<file path="src/rtl/io_register_bank_if.sv">
// CPU-side bus of the I/O register bank: address, write strobe and data in;
// read data and window hit out.
interface io_register_bank_if #(
    parameter int ADDR_BITS = 16,
    parameter int WIDTH     = 16
);
    logic [ADDR_BITS-1:0] address;
    logic                 load;
    logic [WIDTH-1:0]     in;
    logic [WIDTH-1:0]     out;
    logic                 hit;

    modport master (output address, load, in, input  out, hit);
    modport slave  (input  address, load, in, output out, hit);
endinterface

</file>
<file path="src/rtl/io_register_bank.sv">
// Memory-mapped I/O register bank: CHANNELS registers in a BASE-aligned window,
// each channel statically configured as RW, STROBE, CAPTURE or INPUT.
module io_register_bank #(
    parameter int                    WIDTH     = 16,
    parameter int                    CHANNELS  = 16,
    parameter int                    ADDR_BITS = 16,
    parameter logic [ADDR_BITS-1:0]  BASE      = ADDR_BITS'(16'h0F00),
    parameter logic [2*CHANNELS-1:0] MODES     = '0
) (
    input  logic                      clk,
    input  logic                      reset,
    io_register_bank_if.slave         bus,
    input  logic [CHANNELS*WIDTH-1:0] ext_in,
    output logic [CHANNELS*WIDTH-1:0] ext_out
);
    localparam int IDX = $clog2(CHANNELS);
    localparam logic [ADDR_BITS:0] WIN_END = {1'b0, BASE} + (ADDR_BITS+1)'(CHANNELS);

    localparam logic [1:0] M_RW      = 2'b00;
    localparam logic [1:0] M_STROBE  = 2'b01;
    localparam logic [1:0] M_CAPTURE = 2'b10;

    logic [CHANNELS-1:0][WIDTH-1:0] ch_q, ch_d;
    logic [CHANNELS-1:0][WIDTH-1:0] sync1_q, sync2_q;
    logic [IDX-1:0]                 offset;
    logic                           hit_w;
    logic                           wr_en;
    logic                           wr_k;

    assign hit_w   = (bus.address >= BASE) && ({1'b0, bus.address} < WIN_END);
    assign offset  = bus.address[IDX-1:0] - BASE[IDX-1:0];
    assign wr_en   = bus.load && hit_w;
    assign bus.hit = hit_w;
    assign bus.out = hit_w ? ch_q[offset] : '0;
    assign ext_out = ch_q;

    // sync2_q doubles as the previous-value flop: a rise is seen as it enters
    // sync2, so the sticky bit lands on the same edge as sync2 and a set
    // always beats a same-cycle write-1-to-clear.
    always_comb begin
        ch_d = ch_q;
        wr_k = 1'b0;
        for (int k = 0; k < CHANNELS; k++) begin
            wr_k = wr_en && (offset == IDX'(k));
            case (MODES[2*k +: 2])
                M_RW:      if (wr_k) ch_d[k] = bus.in;
                M_STROBE:  ch_d[k] = wr_k ? bus.in : '0;
                M_CAPTURE: ch_d[k] = (ch_q[k] & ~(wr_k ? bus.in : '0))
                                   | (sync1_q[k] & ~sync2_q[k]);
                default:   ch_d[k] = sync1_q[k];
            endcase
        end
    end

    always_ff @(posedge clk) begin
        if (reset) begin
            ch_q    <= '0;
            sync1_q <= '0;
            sync2_q <= '0;
        end else begin
            ch_q    <= ch_d;
            sync1_q <= ext_in;
            sync2_q <= sync1_q;
        end
    end
endmodule

</file>
<file path="src/flat_wrapper.sv">
// flat-port wrapper written by rule: the top's interface ports become plain ports
module io_register_bank_flat 
#(
    parameter int                    WIDTH     = 16,
    parameter int                    CHANNELS  = 16,
    parameter int                    ADDR_BITS = 16,
    parameter logic [ADDR_BITS-1:0]  BASE      = ADDR_BITS'(16'h0F00),
    parameter logic [2*CHANNELS-1:0] MODES     = '0
)
  (clk, reset, ext_in, ext_out, bus_address, bus_load, bus_in, bus_out, bus_hit);
  io_register_bank_if #(.ADDR_BITS(ADDR_BITS), .WIDTH(WIDTH)) bus_i ();
  input  logic clk;
  input  logic reset;
  input  logic [CHANNELS*WIDTH-1:0] ext_in;
  output logic [CHANNELS*WIDTH-1:0] ext_out;
  input wire logic [$bits(bus_i.address)-1:0] bus_address;
  input wire logic [$bits(bus_i.load)-1:0] bus_load;
  input wire logic [$bits(bus_i.in)-1:0] bus_in;
  output wire logic [$bits(bus_i.out)-1:0] bus_out;
  output wire logic [$bits(bus_i.hit)-1:0] bus_hit;
  assign bus_i.address = bus_address;
  assign bus_i.load = bus_load;
  assign bus_i.in = bus_in;
  assign bus_out = bus_i.out;
  assign bus_hit = bus_i.hit;
  io_register_bank #(.WIDTH(WIDTH), .CHANNELS(CHANNELS), .ADDR_BITS(ADDR_BITS), .BASE(BASE), .MODES(MODES)) u_core (.clk(clk), .reset(reset), .bus(bus_i), .ext_in(ext_in), .ext_out(ext_out));
endmodule
</file>
<file path="config.mk">
export PLATFORM = sky130hd
export DESIGN_NAME = io_register_bank_flat
export DESIGN_NICKNAME = d
export VERILOG_FILES = /design/src/rtl/io_register_bank_if.sv /design/src/rtl/io_register_bank.sv /design/src/flat_wrapper.sv
export SDC_FILE = /design/constraint.sdc
export NUM_CORES = 1
export LEC_CHECK = 0
export BUFFER_PORTS_ARGS = -buffer_cell sky130_fd_sc_hd__buf_2
export CAP_MARGIN = 40
export CORE_AREA = 4 4 215 217
export DETAILED_ROUTE_END_ITERATION = 7
export DIE_AREA = 0 0 219 221
export PLACE_DENSITY = 0.51
export SYNTH_ARGS = -nofsm -noshare
export SYNTH_HDL_FRONTEND = slang
export SYNTH_SLANG_ARGS = --single-unit
</file>
<file path="constraint.sdc">
create_clock -name clk -period 1.8 [get_ports clk]
set_input_delay 0.18 -clock clk [delete_from_list [all_inputs] [get_ports clk]]
set_output_delay 0.18 -clock clk [all_outputs]
set_load 0.1 [all_outputs]
</file>
[After elaboration in Yosys (flattened, before gate mapping)]
Cells that the tools add are included.
Word-level totals
  memory bits (writable): 0
  output and inout bits: 273
  word-level logic and storage cells: 56
  bits of input ports: 291
  latch bits: 0
  memories: 0
  bits in read-only memories: 0
  register bits: 256
Cells by class
  muxes and demuxes: 3
  reductions and logical operators: 19
  multiply operators: 0
  divide/modulo/power cells: 0
  shift operators: 0
  bitwise gates (word level): 0
  order comparisons: 3
  eq/ne operators: 15
  $add $sub $neg: 0
Operators by type and width (number)
  $bmux 16 s4: 1
  $eq 4x4->1 const B: 8
  $mux 16: 2
  $logic_and 1x1->1: 18
  $eq 4x3->1 const B: 4
  $ge 16x12->1 const B: 1
  $lt 16x12->1 const B: 1
  $eq 4x2->1 const B: 2
  $lt 4x5->1 const B: 1
  $eq 4x1->1 const B: 1
  $logic_not 4->1: 1

[Logic depth before layout (Yosys ltp)]
  depth after elaboration: 4
  mapped depth: 7
  depth with buffers taken out: 5

[Worst setup path before layout]
Ideal clock, no wire load.
  path kind: register -> output
  from: register u_core.ch_q, in the netlist u_core.ext_out[251]
  to: output bus_out[11]
  slack: -1.937 ns
  required time: 1.620 ns
  buffers on the path: 0
  stages on the path, launching flop included: 4
  arrival time: 3.557 ns
  path through: dfxtp_1 mux2i_1 a221o_1 nor3_1
On the way
  cells in the longest elaborated chain, start to end: 3
RTL lines
  start: declaration: RTL line io_register_bank.sv:23  | logic [CHANNELS-1:0][WIDTH-1:0] ch_q, ch_d;
  start signal: assignment: RTL line io_register_bank.sv:61  | ch_q <= ch_d;
  $bmux 16 s4: RTL line io_register_bank.sv:34  | assign bus.out = hit_w ? ch_q[offset] : '0;
  $mux 16 (not written as such): RTL line io_register_bank.sv:34
  $mux 16: RTL line io_register_bank.sv:34
  end: declaration: RTL line flat_wrapper.sv:19  | output wire logic [$bits(bus_i.out)-1:0] bus_out;
No other way between the ends. The select of a mux whose other input is x is not followed.

[Final worst setup path]
  from: register u_core.ch_q, in the netlist u_core.ext_out[62]
  to: output bus_out[14]
Same word-level chain as after synthesis.

==> results.json <==
{
  "clkSinkCount": 256,
  "nFillCells": 4346,
  "clock_skew_ns": 0,
  "outcome": "complete, but fails checks",
  "synth_ff_type": "dfxtp_1",
  "vias": 9465,
  "hp-class": "in2reg",
  "n_antenna_cell": 0,
  "drv_slew": 0,
  "layout.nets": 1708,
  "rows": 77,
  "multi_input_area_um2": 6890,
  "routed_wl_um": 46600,
  "crit_required_ns": 1.62,
  "slew_headroom": 0.429,
  "muxShareOfSynthArea": 0.327,
  "synth_edf_count": 0,
  "routedWlPerCell_um": 22.9,
  "syn_area_per_cell_um2": 11.4,
  "min_period_ns": 2.30,
  "finalSetupViolations": 16,
  "grt_max_degree": 94,
  "finalCritPeriodShare": 1.28,
  "cts_hold_buffers": 0,
  "power.density_nw_per_um2": 711,
  "synth_area_leaders": "dfxtp_1 (42%), mux2i_1 (24%), nand2b_1 (14%)",
  "critPathArrivalTime_ns": 2.12,
  "ys_types": 33,
  "synth_seq_cells": 256,
  "drive_above_1_share": 0.586,
  "setup_ws_ns": -0.503,
  "yosys.area.top_type_share": 0.421,
  "grt_antenna_before_repair": 0,
  "power.leakage_nw": 8.67,
  "drtPass1Iterations": 4,
  "grt_pass1_vias": 9670,
  "clk-insertion-delay-late_ns": 0.57,
  "overflow": 0,
  "hold_viol": 0,
  "cts_made_buffers": 30,
  "routabilityCongestion": 0.804,
  "synth_top_area_cell": "dfxtp_1",
  "cts_tree": "built",
  "synth_top_family_by_area": "multiplexers",
  "dp_cells": 1967,
  "dp_hpwl_um": 34800,
  "syn_inst": 1068,
  "die_w_um": 219,
  "ir_drop_mv": 0.583,
  "violations": "setup timing",
  "drtIter0Drc": 551,
  "syn_area_um2": 12200,
  "maxCapViolCount": 0,
  "rsz0062_at_grt": "yes",
  "start_util": 0.276,
  "path_class": "reg2out",
  "dieArea_um2": 48400,
  "drtAntennaViolNets": 0,
  "grt_use_total": 0.185,
  "numPortBuffers": 307,
  "avgViaCountPerCell": 4.66,
  "synthArstFlopShare": 0,
  "synth_simple_gate_area_frac": 0.187,
  "cp-end-kind": "primary output",
  "final_cells": 2033,
  "synth_compound_area_frac": 0.0217,
  "synth_xor_xnor_area_share": 0,
  "stdcell_area_um2": 17500,
  "max_freq_mhz": 434,
  "largest_reg_flops": 256,
  "yosysWarnings": 0,
  "syn2layout_area_growth_pct": 43.4,
  "tightest_slew_ns": 0.854,
  "drc_errors": 0,
  "final_core_util": 0.396,
  "ios": 564,
  "cts_buffer_depth": 3,
  "cts_max_level": 1,
  "r2r_slack_ns": 1.09,
  "synth_adder_area_share": 0,
  "startpoint_type": "flip-flop",
  "core_area_um2": 44100,
  "seq_area_frac_synth": 0.421,
  "final-seq-area_um2": 5770,
  "die_h_um": 221,
  "placed_area_um2": 16200,
  "clk_pin_slew_ns": 0.07,
  "worstPathMaxFanout": 2,
  "grt_pass1_wl_um": 68100,
  "syn-num-nets": 1359,
  "cts_root_buffer": "clkbuf_16"
}
-- through the flow --
stage	setup slack (ns)	total power, mW	TNS (ns)	hold slack [ns]
CTS	-0.529	12.6	-4.53	0.0615
finish	-0.503	12.4	-4.05	0.0906
floorplan	-0.306	6.07	-3.72	0.495
global route	-0.537	12.9	-4.97	0.0908
global placement	-0.234	6.37	-16.20	0.459
detailed placement	-0.242	6.38	-21.10	0.470
-- area by class of cell --
cell class	instances	area share
multi-input combinational	704	0.395
sequential	256	0.331
timing repair buffer	423	0.175
clock buffer	39	0.0467
tap	592	0.0424
clock inverter	17	0.00960
inverter	2	0.000716
-- metal layers --
| layer | part of all wire | track usage | vias to the layer above |
|---|---|---|---|
| li1 | - | - | 4444 |
| met1 | 0.50 | 0.282 | 4682 |
| met2 | 0.38 | 0.243 | 298 |
| met3 | 0.10 | 0.0786 | 41 |
| met4 | 0.015 | 0.0285 | 0 |
| met5 | 0 | 0 | - |
-- cell usage after synthesis (2+ instances only) --
cell type  number
nor3_1         15
and3_1          2
buf_2          18
buf_4           5
nand4_4         4
buf_6           9
a221o_1        15
o22ai_1        15
nand3_4        10
nand2b_1      274
nor2_2          2
clkbuf_1       61
nor2_1         16
mux2i_1       288
mux4_2         48
nand3_2         2
dfxtp_1       256
nor2_4          2
buf_1          12
-- worst max-delay path, cell delays in order (launching register included) --
cell and delay (ns):
dfxtp_4 0.34, mux4_2 0.47, mux2_4 0.32, o221a_4 0.24, buf_12 0.17
-- what timing repair did --
| item | 4_1_cts | 5_1_grt |
|---|---|---|
| gates resized for setup | 32 | 12 |
| setup buffers | 10 | 0 |
| pin swaps | 23 | 3 |
| setup endpoints to repair | 16 | 16 |
-- cell usage in the layout, fill, tap and decap left out, types with 5 or more instances in the layout --
master     netlist  layout
o22ai_2          0       7
a221o_1         15      14
buf_4            5      87
dfxtp_2          0     125
clkbuf_16        0      31
mux2i_1        288     285
o22ai_4          0       8
nand2b_1       274     274
nand3_4         10      10
nor3_4           0      15
dfxtp_4          0     131
buf_2           18     287
mux4_2          48      48
clkbuf_1        61       7
buf_12           1      48
clkinv_1         0       5
nor2_2           2      14
-- kinds of logic (layout without fill, tap and decap cells) --
logic type / after synthesis / count (layout)
AO/OA/AOI/OAI: 32 / 32
buffers and inverters: 108 / 481
flip-flops: 256 / 256
multiplexers: 337 / 337
AND/OR/NAND/NOR: 335 / 335
-- power by group --
part           switching (mW)  internal (mW)  leakage [nW]
Sequential          0.0000389           5.47          2.23
Clock                    2.53           3.61         0.468
Combinational           0.462          0.357          5.97
-- worst paths after layout --
check                                          from                  end  cells after the start
worst max-delay path             u_core.ext_out[62]          bus_out[14]                      4
worst min-delay path                     bus_in[15]   u_core.ext_out[47]                      4
worst max register to register  u_core.ext_out[252]  u_core.ext_out[252]                      3
worst min register to register  u_core.ext_out[172]  u_core.ext_out[172]                      2
No activity file was read; power rests on OpenSTA's default activity.
